--- config.mk ---
export PLATFORM = sky130hd
export DESIGN_NAME = ex_muldiv
export DESIGN_NICKNAME = d
export VERILOG_FILES = /design/src/rtl/ex_muldiv.sv
export SDC_FILE = /design/constraint.sdc
export NUM_CORES = 2
export LEC_CHECK = 0
export BUFFER_PORTS_ARGS = -buffer_cell sky130_fd_sc_hd__buf_4
export CAP_MARGIN = 10
export CORE_ASPECT_RATIO = 1.2
export CORE_MARGIN = 2
export CORE_UTILIZATION = 36
export CTS_BUF_LIST = sky130_fd_sc_hd__clkbuf_4 sky130_fd_sc_hd__clkbuf_8
export CTS_CLUSTER_DIAMETER = 100
export DETAILED_ROUTE_END_ITERATION = 6
export PLACE_DENSITY_LB_ADDON = 0.05
export SYNTH_ARGS = -nofsm -noshare
export SYNTH_HDL_FRONTEND = slang
export SYNTH_SLANG_ARGS = --single-unit
--- constraint.sdc ---
create_clock -name clk -period 19.25 [get_ports clk]
set_clock_uncertainty 0.05 [all_clocks]
set_input_delay 1.925 -clock clk [delete_from_list [all_inputs] [get_ports clk]]
set_output_delay 1.925 -clock clk [all_outputs]
set_load 0.1 [all_outputs]
--- src/rtl/ex_muldiv.sv ---
// Multi-cycle multiply/divide unit beside the EX-stage ALU.
// Returns {HI,LO} through the hi/lo/whilo path and stalls EX while busy.
module ex_muldiv #(
  parameter int DATA_W     = 32,
  parameter int MUL_STAGES = 2
) (
  input  logic              clk,
  input  logic              rst,
  input  logic              start_i,
  input  logic [2:0]        op_i,
  input  logic [DATA_W-1:0] opa_i,
  input  logic [DATA_W-1:0] opb_i,
  input  logic [DATA_W-1:0] hi_i,
  input  logic [DATA_W-1:0] lo_i,
  input  logic              annul_i,
  output logic              stallreq_o,
  output logic              busy_o,
  output logic              done_o,
  output logic [DATA_W-1:0] hi_o,
  output logic [DATA_W-1:0] lo_o,
  output logic              whilo_o,
  output logic              dbz_o
);

  localparam int W  = DATA_W;
  localparam int CW = $clog2(W + 2);

  typedef enum logic [1:0] {
    S_IDLE,
    S_MUL,
    S_DIV,
    S_DONE
  } state_e;

  state_e          state_q, state_d;
  logic [2:0]      op_q;
  logic [W-1:0]    a_q, b_q, rem_q;
  logic [2*W-1:0]  acc_q;
  logic [CW-1:0]   cnt_q;
  logic            qneg_q, rneg_q;
  logic [W-1:0]    hi_q, lo_q;
  logic            dbz_q;

  logic            accept, div_op, sdiv;
  logic            a_neg, b_neg;
  logic [W-1:0]    a_mag, b_mag;
  logic            mul_last, div_last;
  logic            msgn;
  logic [2*W-1:0]  ax, bx, prod, mul_res;
  logic [W:0]      shl, dif;
  logic            ge;

  assign accept   = (state_q == S_IDLE) & start_i & ~annul_i;
  assign div_op   = (op_i[2:1] == 2'b01);
  assign sdiv     = (op_i == 3'd2);
  assign a_neg    = sdiv & opa_i[W-1];
  assign b_neg    = sdiv & opb_i[W-1];
  assign a_mag    = a_neg ? -opa_i : opa_i;
  assign b_mag    = b_neg ? -opb_i : opb_i;
  assign mul_last = (cnt_q == CW'(MUL_STAGES - 1));
  assign div_last = (cnt_q == CW'(W));

  // Even opcodes multiply signed; odd ones unsigned.
  assign msgn = ~op_q[0];
  assign ax   = {{W{msgn & a_q[W-1]}}, a_q};
  assign bx   = {{W{msgn & b_q[W-1]}}, b_q};
  assign prod = ax * bx;

  always_comb begin
    mul_res = prod;
    if (op_q[2]) begin
      mul_res = op_q[1] ? (acc_q - prod) : (acc_q + prod);
    end
  end

  // a_q doubles as the dividend/quotient shift register.
  assign shl = {rem_q, a_q[W-1]};
  assign dif = shl - {1'b0, b_q};
  assign ge  = ~dif[W];

  always_comb begin
    state_d = state_q;
    unique case (state_q)
      S_IDLE: begin
        if (accept) begin
          state_d = div_op ? S_DIV : S_MUL;
        end
      end
      S_MUL: begin
        if (annul_i) begin
          state_d = S_IDLE;
        end else if (mul_last) begin
          state_d = S_DONE;
        end
      end
      S_DIV: begin
        if (annul_i) begin
          state_d = S_IDLE;
        end else if (b_q == '0 || div_last) begin
          state_d = S_DONE;
        end
      end
      S_DONE: state_d = S_IDLE;
      default: state_d = S_IDLE;
    endcase
  end

  always_ff @(posedge clk or posedge rst) begin
    if (rst) begin
      state_q <= S_IDLE;
      op_q    <= '0;
      a_q     <= '0;
      b_q     <= '0;
      rem_q   <= '0;
      acc_q   <= '0;
      cnt_q   <= '0;
      qneg_q  <= 1'b0;
      rneg_q  <= 1'b0;
      hi_q    <= '0;
      lo_q    <= '0;
      dbz_q   <= 1'b0;
    end else begin
      state_q <= state_d;
      hi_q    <= '0;
      lo_q    <= '0;
      dbz_q   <= 1'b0;
      unique case (state_q)
        S_IDLE: begin
          if (accept) begin
            op_q   <= op_i;
            acc_q  <= {hi_i, lo_i};
            cnt_q  <= '0;
            rem_q  <= '0;
            qneg_q <= a_neg ^ b_neg;
            rneg_q <= a_neg;
            if (div_op) begin
              a_q <= (opb_i == '0) ? opa_i : a_mag;
              b_q <= b_mag;
            end else begin
              a_q <= opa_i;
              b_q <= opb_i;
            end
          end
        end
        S_MUL: begin
          cnt_q <= cnt_q + CW'(1);
          if (state_d == S_DONE) begin
            {hi_q, lo_q} <= mul_res;
          end
        end
        S_DIV: begin
          cnt_q <= cnt_q + CW'(1);
          if (state_d == S_DONE) begin
            if (b_q == '0) begin
              hi_q  <= a_q;
              lo_q  <= '1;
              dbz_q <= 1'b1;
            end else begin
              hi_q <= rneg_q ? -rem_q : rem_q;
              lo_q <= qneg_q ? -a_q : a_q;
            end
          end else if (!div_last) begin
            rem_q <= ge ? dif[W-1:0] : shl[W-1:0];
            a_q   <= {a_q[W-2:0], ge};
          end
        end
        S_DONE: begin
        end
        default: begin
        end
      endcase
    end
  end

  assign stallreq_o = accept | (state_q == S_MUL) | (state_q == S_DIV);
  assign busy_o     = (state_q != S_IDLE);
  assign done_o     = (state_q == S_DONE);
  assign whilo_o    = done_o & ~annul_i;
  assign hi_o       = hi_q;
  assign lo_o       = lo_q;
  assign dbz_o      = dbz_q;

endmodule

==> out/results.ini <==
[sta]
worst_hold_slack_ns=0.4241
period_minus_slack_ns=13.59
slew_headroom_pct=25.18
rsz0062_at_grt=false
max_freq_mhz=73.61
worst_slew_pin_slew_ns=1.114
hold_violations=0
drv_slew=0
setup-violations-final=0
post-route-period-util_pct=70.58
tns_ns=0

[floorplan]
fp-row-count=161
die_height_um=444.1
pin_count=204
initial_core_util_pct=36.24
core_region_area_mm2=0.1603
fp.dieArea_mm2=0.1647
die_w_um=370.8

[clocking]
path_clk_slew_ns=0.06
clock_sinks=238
cts_root_buffer=clkbuf_8
postCtsSetupRepairBufs=0
cts.path.max_buffers=3
cts_resized=0
cts_max_level=2
worstSkewPairLatency_ns=0.78
cts_tree=yes
holdBufCountCts=0
cts_buffers=53

[worst_setup_path]
cp.arrival_ns=14.17
crit_fanout=34
crit_path_frequent_cell=fa_1
cp-end-kind=flip-flop
worstPathRequired_ns=19.84
start_kind=flip-flop
reg2reg_slack_ns=5.66
ff2ff_path_depth=44
worstSetupPathType=flip-flop to flip-flop
slowest_delay_ns=0.78
cp_slowest_cell=nor2_1

[run]
cap_violations=0

[logic_synthesis]
synthesis.nets=8421
syn_area_per_cell_um2=8.498
ys_ff_latch=238
async_flop_share_pct=100.0
yosysSeqAreaShare_pct=10.25
syn-instance-count=6839
synth_edf_count=0
synth_area_mm2=0.05812
yosys_warnings=0
synth_cell_types=89
synth_top_flop_cell=dfrtp_1

[final_layout]
finalNetCount=8419
layout-drive-gt1-share_pct=7.443
nFillCells=16690
syn2layout_area_growth_pct=8.618

[worst_hold_path]
min_path_cells=2
hold_path.class=flip-flop to flip-flop

[route]
wl_per_cell_um=25.40
drc_errors=0
vias_per_cell=5.314
vias=47840
wl_um=228600
postRouteAntennaNets=0
dr.pass1.iters=6
dr.first_iter.drc_count=3418

[global_routing]
grt_antenna_before_repair=16
grtUsageMet2_pct=45.09
grt_pass1_wl_um=339700
groute.layer.met1.usage_pct=38.92
grt_pass1_vias=50000
met3_usage_pct=3.740
grt_max_degree=68
overflow=0
track_usage_pct=27.99
grt-busiest-layer=met2

[run_status]
outcome=finished clean

[placement]
port_buffers=203
hpwl_um=181400
place_congestion=0.9278

[layout by cell type (no fill, tap or decap), drive strengths merged, types with 16 or more instances in the layout]
cell type / count
a211o: 18
a211oi: 19
a21o: 98
a21oi: 296
a31oi: 31
and2: 320
and3: 38
buf: 328
clkbuf: 74
dfrtp: 238
fa: 1127
ha: 320
inv: 1188
mux2: 16
mux2i: 36
nand2: 1193
nand2b: 32
nand3: 56
nand4: 26
nor2: 283
nor2b: 30
nor3: 87
nor4: 25
o211ai: 26
o21ai: 281
o21bai: 24
o22ai: 17
o31ai: 37
o41ai: 21
or2: 26
or3: 35
or4: 17
xnor2: 186
xor2: 141
[cell type report]
class | count | area [µm²] | area share [%]
Antenna cell | 3 | 7.507 | 0.01189
Timing Repair Buffer | 328 | 2462 | 3.901
Sequential cell | 238 | 5978 | 9.470
Inverter | 1189 | 4471 | 7.082
Tap cell | 2119 | 2651 | 4.200
Clock inverter | 23 | 287.8 | 0.4559
Clock buffer | 74 | 974.7 | 1.544
Multi-Input combinational cell | 5027 | 46290 | 73.34
[cell families (layout without fill, tap and decap cells)]
group           after synthesis  count (layout)  share of synthesized area [%]
mux                          52              52                         0.9301
flops                       238             238                          10.25
compound gates              984             984                          10.50
fa+ha+maj                  1447            1447                          45.71
xor+xnor                    327             327                          4.928
other cells                   0               3                              0
simple gates               2217            2217                          17.50
buf+inv                    1574            1614                          10.18
[metrics by stage]
stage | setup WS (ns) | util, % | cells | cell area (µm²)
2_1_floorplan | 8.001 | - | 6839 | 58120
3_3_place_gp | 5.884 | 38.58 | 8901 | 61860
3_5_place_dp | 5.699 | 38.58 | 8901 | 61860
4_1_cts | 5.660 | 39.36 | 8998 | 63120
5_1_grt | 4.627 | 39.36 | 8999 | 63120
6_report | 5.664 | 39.37 | 9001 | 63130
[layer usage]
| metal | wire, µm | vias up |
|---|---|---|
| met1 | 101300 | 24890 |
| li1 | - | 21240 |
| met3 | 13540 | 282 |
| met2 | 105200 | 1415 |
| met5 | 42 | - |
| met4 | 8575 | 8 |
[cell usage after synthesis (38+ instances only)]
cell	count	share of area [%]
a21oi_1	296	2.5
ha_1	320	6.9
dfrtp_1	238	10
xor2_1	141	2.1
buf_1	52	0.34
nor3_1	86	0.74
a21o_1	98	1.3
nand2_1	1193	7.7
o21ai_0	272	2.3
fa_1	1127	39
inv_1	1186	7.7
clkbuf_1	325	2.1
and2_1	320	3.4
nand3_1	56	0.48
nor2_1	283	1.8
xnor2_1	186	2.8
and3_1	38	0.41
[flip-flops by register name, summed over array words and instances, names as in the netlist]
signal and flops:
state_q 2, dbz_o 1, op_q 3, a_q 32, lo_o 32, b_q 32
rneg_q 1, qneg_q 1, cnt_q 6, hi_o 32, acc_q 64, rem_q 32
[path summary, 6_finish.rpt]
check | end | from
worst min-delay path | b_q[15] | b_q[15]
worst max register to register | hi_o[31] | a_q[31]
worst max-delay path | hi_o[31] | a_q[31]
worst min register to register | b_q[15] | b_q[15]
max in group asynchronous | a_q[28] | rst
min in group asynchronous | acc_q[14] | rst
[worst max-delay path, delay by kind of cell (launching register included)]
kind / cells / cell delay (ns)
buf+inv: 8 / 1.29
fa+ha+maj: 10 / 4.64
xor+xnor: 1 / 0.17
simple gates: 10 / 2.98
compound gates: 15 / 3.95
flops: 1 / 0.32
Power is not shown: default switching activity piles up to over one toggle a cycle in this logic, so the estimate is an artifact.
